--- src/rtl/dshot_pkg.sv ---
// dshot_pkg: shared command codes, throttle constants, FSM state type and
// the persistent-command predicate for the DShot command sequencer.
package dshot_pkg;

    localparam logic [5:0] CMD_MOTOR_STOP       = 6'd0;
    localparam logic [5:0] CMD_SPIN_DIR_1       = 6'd7;
    localparam logic [5:0] CMD_SPIN_DIR_2       = 6'd8;
    localparam logic [5:0] CMD_3D_OFF           = 6'd9;
    localparam logic [5:0] CMD_3D_ON            = 6'd10;
    localparam logic [5:0] CMD_SETTINGS_REQUEST = 6'd11;
    localparam logic [5:0] CMD_SAVE_SETTINGS    = 6'd12;
    localparam logic [5:0] CMD_SPIN_NORMAL      = 6'd20;
    localparam logic [5:0] CMD_SPIN_REVERSED    = 6'd21;

    localparam logic [10:0] THROTTLE_OFFSET = 11'd48;
    localparam logic [10:0] THROTTLE_3D_MID = 11'd1048;

    typedef enum logic [1:0] {
        ST_DISARMED,
        ST_ARMING,
        ST_ARMED,
        ST_FAILSAFE
    } state_t;

    function automatic logic is_persistent(input logic [5:0] code);
        return code inside {CMD_SPIN_DIR_1, CMD_SPIN_DIR_2, CMD_3D_OFF, CMD_3D_ON,
                            CMD_SAVE_SETTINGS, CMD_SPIN_NORMAL, CMD_SPIN_REVERSED};
    endfunction

endpackage

--- src/rtl/dshot_repeat_filter.sv ---
// dshot_repeat_filter: tracks the last accepted frame and the length of the
// current run of identical command codes; flags the first frame of each run.
import dshot_pkg::*;

module dshot_repeat_filter #(
    parameter int CMD_REPEAT = 6,
    localparam int RW = $clog2(CMD_REPEAT) + 1
) (
    input  logic          clk,
    input  logic          rstN,
    input  logic          accept,
    input  logic          is_cmd,
    input  logic [5:0]    code,
    output logic          pulse,
    output logic [RW-1:0] count
);

    logic          last_cmd;
    logic [5:0]    last_code;
    logic [RW-1:0] run;

    // count is the run length including the frame presented this cycle
    assign pulse = accept && is_cmd && !(last_cmd && last_code == code);
    assign count = !is_cmd ? '0 : pulse ? RW'(1) : (&run ? run : run + 1'b1);

    always_ff @(posedge clk) begin
        if (!rstN) begin
            last_cmd  <= 1'b0;
            last_code <= '0;
            run       <= '0;
        end else if (accept) begin
            last_cmd  <= is_cmd;
            last_code <= code;
            run       <= count;
        end
    end

endmodule

--- src/rtl/dshot_command_sequencer.sv ---
// dshot_command_sequencer: qualifies decoded DShot frames, runs the arming/failsafe FSM
// and drives throttle plus persistent settings. Define DSHOT_3D_EN for 3D throttle mapping.
import dshot_pkg::*;

module dshot_command_sequencer #(
    parameter int ARM_FRAMES     = 10,
    parameter int CMD_REPEAT     = 6,
    parameter int TIMEOUT_CYCLES = 50000
) (
    input  logic        clk,
    input  logic        rstN,
    input  logic        frameValid,
    input  logic [10:0] setSpeed,
    input  logic [5:0]  specialCommand,
    input  logic        isSpecialCommand,
    input  logic        CRCValid,
    input  logic        validSpeed,
    output logic        armed,
    output logic        failsafe,
    output logic [10:0] throttle,
    output logic        throttleReverse,
    output logic        cmdValid,
    output logic [5:0]  cmdCode,
    output logic        spinReversed,
    output logic        mode3d
);

    localparam int AW = $clog2(ARM_FRAMES) + 1;
    localparam int RW = $clog2(CMD_REPEAT) + 1;
    localparam int TW = $clog2(TIMEOUT_CYCLES) + 1;
    localparam state_t ARM_ENTRY = ARM_FRAMES <= 1 ? ST_ARMED : ST_ARMING;

    state_t        state;
    logic [AW-1:0] arm_cnt;
    logic [AW-1:0] arm_next;
    logic [TW-1:0] idle_cnt;
    logic [RW-1:0] run_len;
    logic          run_start;
    logic          accept;
    logic          is_stop;
    logic          expire;
    logic          cmd_fire;
    logic          thr_rev;
    logic [10:0]   thr_val;

    dshot_repeat_filter #(.CMD_REPEAT(CMD_REPEAT)) u_filter (
        .clk    (clk),
        .rstN   (rstN),
        .accept (accept),
        .is_cmd (isSpecialCommand),
        .code   (specialCommand),
        .pulse  (run_start),
        .count  (run_len)
    );

    assign accept   = frameValid && CRCValid && (isSpecialCommand || validSpeed);
    assign is_stop  = isSpecialCommand && specialCommand == CMD_MOTOR_STOP;
    assign expire   = state != ST_DISARMED && !accept && idle_cnt == TW'(TIMEOUT_CYCLES - 1);
    assign arm_next = &arm_cnt ? arm_cnt : arm_cnt + 1'b1;
    // persistent codes fire once when the run reaches CMD_REPEAT; others on a run's first frame
    assign cmd_fire = accept && isSpecialCommand &&
                      (is_persistent(specialCommand)
                          ? (CMD_REPEAT == 1 ? run_start : run_len == RW'(CMD_REPEAT))
                          : run_start && specialCommand != CMD_MOTOR_STOP);

`ifdef DSHOT_3D_EN
    assign thr_rev = mode3d ? setSpeed < THROTTLE_3D_MID : spinReversed;
    assign thr_val = setSpeed - (mode3d && setSpeed >= THROTTLE_3D_MID ? THROTTLE_3D_MID : THROTTLE_OFFSET);
`else
    assign thr_rev = spinReversed;
    assign thr_val = setSpeed - THROTTLE_OFFSET;
    assign mode3d  = 1'b0;
`endif

    always_ff @(posedge clk) begin
        if (!rstN) begin
            state           <= ST_DISARMED;
            arm_cnt         <= '0;
            idle_cnt        <= '0;
            armed           <= 1'b0;
            failsafe        <= 1'b0;
            throttle        <= '0;
            throttleReverse <= 1'b0;
            cmdValid        <= 1'b0;
            cmdCode         <= '0;
            spinReversed    <= 1'b0;
`ifdef DSHOT_3D_EN
            mode3d          <= 1'b0;
`endif
        end else begin
            idle_cnt <= accept ? '0 : (&idle_cnt ? idle_cnt : idle_cnt + 1'b1);
            cmdValid <= cmd_fire;
            if (cmd_fire)
                cmdCode <= specialCommand;
            if (cmd_fire && (specialCommand == CMD_SPIN_DIR_1 || specialCommand == CMD_SPIN_NORMAL))
                spinReversed <= 1'b0;
            if (cmd_fire && (specialCommand == CMD_SPIN_DIR_2 || specialCommand == CMD_SPIN_REVERSED))
                spinReversed <= 1'b1;
`ifdef DSHOT_3D_EN
            if (cmd_fire && specialCommand == CMD_3D_OFF)
                mode3d <= 1'b0;
            if (cmd_fire && specialCommand == CMD_3D_ON)
                mode3d <= 1'b1;
`endif
            if (expire) begin
                state    <= ST_FAILSAFE;
                armed    <= 1'b0;
                failsafe <= 1'b1;
            end else if (accept) begin
                case (state)
                    ST_DISARMED, ST_FAILSAFE: begin
                        arm_cnt <= is_stop ? AW'(1) : '0;
                        if (is_stop) begin
                            state    <= ARM_ENTRY;
                            armed    <= ARM_ENTRY == ST_ARMED;
                            failsafe <= 1'b0;
                        end
                    end
                    ST_ARMING: begin
                        if (!is_stop) begin
                            state   <= ST_DISARMED;
                            arm_cnt <= '0;
                        end else begin
                            arm_cnt <= arm_next;
                            if (arm_next == AW'(ARM_FRAMES)) begin
                                state <= ST_ARMED;
                                armed <= 1'b1;
                            end
                        end
                    end
                    ST_ARMED: state <= ST_ARMED;
                    default: state <= ST_DISARMED;
                endcase
            end
            // throttle only follows frames accepted while already armed
            if (expire || state != ST_ARMED) begin
                throttle        <= '0;
                throttleReverse <= 1'b0;
            end else if (accept) begin
                throttle        <= isSpecialCommand ? '0 : thr_val;
                throttleReverse <= !isSpecialCommand && thr_rev;
            end
        end
    end

endmodule

--- config.mk ---
export PLATFORM = sky130hd
export DESIGN_NAME = dshot_command_sequencer
export DESIGN_NICKNAME = d
export VERILOG_FILES = /design/src/rtl/dshot_pkg.sv /design/src/rtl/dshot_repeat_filter.sv /design/src/rtl/dshot_command_sequencer.sv
export SDC_FILE = /design/constraint.sdc
export NUM_CORES = 1
export LEC_CHECK = 0
export ABC_AREA = 1
export CAP_MARGIN = 10
export CELL_PAD_IN_SITES_DETAIL_PLACEMENT = 1
export CELL_PAD_IN_SITES_GLOBAL_PLACEMENT = 1
export CORE_UTILIZATION = 40
export CTS_BUF_LIST = sky130_fd_sc_hd__clkbuf_2
export DETAILED_ROUTE_END_ITERATION = 7
export PLACE_DENSITY_LB_ADDON = 0.1
export RECOVER_POWER = 25
export SLEW_MARGIN = 20
export SYNTH_ARGS = -nofsm -noshare
export SYNTH_HDL_FRONTEND = slang
export SYNTH_SLANG_ARGS = --single-unit
export TNS_END_PERCENT = 50
--- constraint.sdc ---
create_clock -name clk -period 2.6 [get_ports clk]
set_clock_uncertainty 0.05 [all_clocks]
set_input_delay 0.78 -clock clk [delete_from_list [all_inputs] [get_ports clk]]
set_output_delay 0.78 -clock clk [all_outputs]
set_load 0.03 [all_outputs]
==> impl_results.md <==
* Die Footprint at 7760 sq um
* First-pass GRT wire length at ~13000 um
* Min-Delay Path Class: reg2reg
* Initial Utilization at 41.1%
* Most frequent cells after synthesis: nand2_1 (78), dfxtp_1 (57), inv_1 (50), nor2_1 (44), a21oi_1 (31)
* Cells after synthesis at 409
* Post-synth ARST share at 0%
* Largest net degree at the start of global routing at 16
* #FFs+latches synth at 57
* Worst setup path category: reg2out
* Post-synth top flop: dfxtp_1
* Gr ovfl total at 0
* Clock Latency Late Sink at between 0.4 and 0.5 ns
* CTS clk-pin slew, worst paths at around 0.17 ns
* H-tree depth at 3
* Chip height at ~88 um
* Post_cts resized at 0
* N_diodes at 0
* CP Max Fanout at 3
* Least-Margin Pin Slew at 0.739 ns
* Setup_tns at 0 ns
* WP buf/inv at 1
* Final ANT Viol Nets at 0
* Routed len/inst at 13.3 um
* Post-CTS Setup Bufs at 0
* Hold Buf Count CTS at 0
* Critical Path AT at approximately 1.6 ns
* Count leader, synth: nand2_1
* GPL Wtd Cong at roughly 0.81
* Netlist cell types at 43
* Vias at roughly 2900
* IO buf count at 44
* Worst Setup End Kind: output pin
* Site Rows at 31
* Total wire length at 7740 um
* Power Dens Cells at 451 nW/um^2
* Crit path max-delay cell type: clkdlybuf4s50_1
* Post-synth EDFFs at 0
* WHS at 0.408 ns
* DIE WIDTH at 88.1 um
* CP Cell Sequence: clkdlybuf4s50_1
* Area leader, netlist: dfxtp_1
* Clock buffer depth at 2
* Pleak at 0.00140 uW
* Reg2reg setup slack at 0.25 ns
* Nets at between 500 and 600
* Core Area at roughly 7000 sq um
* DR iter-0 viols at between 80 and 90
* Post-route DRC violation count at 0
* Max_cap viols at 0
* Peak supply drop at 0.184 mV
* Vias in the first global route at 2812
* Clk root buf: clkbuf_2
* Register area share after synthesis at 38.5%
* Drt first pass iters at 6
* Total GRT Usage at 21.6%
* Required @ worst endpoint at 1.77 ns
* Vias/cell at 5.01
* Top Family by Delay on Critical Path: buffers and inverters
* CTS tree: done
* Startpoint types: flop
* Synth Warn # at 0
* Layout cell share with drive strength beyond 1 at between 10% and 20%
* Post-synthesis area per instance at 7.25 sq um
* Initial antenna violation count at 0
* Hpwl dp at 6130 um
* Final Hold Fails at 0
* Total CTS buffers at 9
* TritonCTS sink count at 57
* RSZ-0062 raised after global routing: true
* Finish-stage setup viols at 0
* Io pins at 46
* Max-slew violations at 0
* Top post-synthesis cells by area: dfxtp_1 (38%), nand2_1 (9.9%), inv_1 (6.3%), nor2_1 (5.6%), a21oi_1 (5.2%)
* Synth-to-Final Area Change at 26.0%
* Max incr delay on CP at 0.69 ns
* Post-synth top area share at around two fifths
* Fin crit period at ~2.4 ns
* Final worst path period share at 93.4%
* Max-slew headroom at 50.7%
* Mapped Area at approximately 3000 sq um
* Syn_nets at approximately 440
* Status: finished clean
* Achievable Freq at 412 MHz
[power breakdown]
| group | internal, uW | switching (uW) |
|---|---|---|
| Combinational | 102 | 127 |
| Clock | 212 | 335 |
| Sequential | 894 | 16.2 |
[cell usage in the layout, fill, tap and decap left out, types with 8 or more instances in the layout]
master           Yosys  layout
nand2_1             78      78
dfxtp_1             57      57
inv_1               50      49
nor2_1              44      45
clkdlybuf4s50_1      0      44
a21oi_1             31      31
buf_4                1      18
nand3_1             16      16
o21ai_0             16      16
nor3_1              12      13
nor2_2              11      10
clkbuf_2             0      10
o22ai_1              9       9
ha_1                10       9
o21ai_1              8       8
[flip-flops by register name, summed over array words and instances (netlist names)]
name                cells
idle_cnt               17
throttle               11
armed                   1
throttleReverse         1
u_filter.run            4
cmdCode                 6
arm_cnt                 5
cmdValid                1
u_filter.last_cmd       1
u_filter.last_code      6
spinReversed            1
state                   2
failsafe                1
[per-layer routing]
| layer | GRT usage (%) | share of wire, % | up-vias |
|---|---|---|---|
| li1 | - | - | 1487 |
| met4 | 8.80 | 1.7 | 0 |
| met5 | 0 | 0 | - |
| met2 | 37.6 | 48 | 41 |
| met1 | 26.7 | 47 | 1371 |
| met3 | 3.30 | 3.3 | 11 |
[cell type report]
cell class | count | area [sq um]
Multi-Input combinational cell | 289 | 1570
Fill cell | 956 | 3480
Clock buffer | 10 | 50.0
Inverter | 57 | 221
Sequential cell | 57 | 1140
Clock inverter | 5 | 47.5
Tap cell | 99 | 124
Timing Repair Buffer | 64 | 583
[cell families after synthesis]
group                      count (synthesis)  share of synthesized area, %
xor gates and xnor gates                   5                          1.48
other                                      1                         0.127
and+or+nand+nor                          193                          32.0
DFF                                       57                          38.5
AOI/OAI and AO/OA                         80                          15.3
buffers and inverters                     63                          8.40
adders and majority gates                 10                          4.22
[through the flow]
step	worst slack [ns]	cells	utilization (%)	cell area (sq um)	total power [uW]
floorplan	0.490	409	-	2960	1050
global placement	-0.0601	566	50.6	3650	1150
detailed placement	-0.0484	566	50.6	3650	1160
CTS	0.118	581	52.0	3750	1710
global route	-0.0166	581	51.8	3740	1770
finish	0.173	581	51.8	3740	1690
[worst paths after layout]
path | from | to | depth (start not counted)
max reg2reg | idle_cnt[2]$_SDFFE_PP0N_ | idle_cnt[14]$_SDFFE_PP0N_ | 15
min reg2reg | idle_cnt[9]$_SDFFE_PP0N_ | idle_cnt[9]$_SDFFE_PP0N_ | 2
min | idle_cnt[9]$_SDFFE_PP0N_ | idle_cnt[9]$_SDFFE_PP0N_ | 2
max | spinReversed$_SDFFE_PN0P_ | spinReversed | 1
Note: power is estimated with default switching activity, not from simulation.
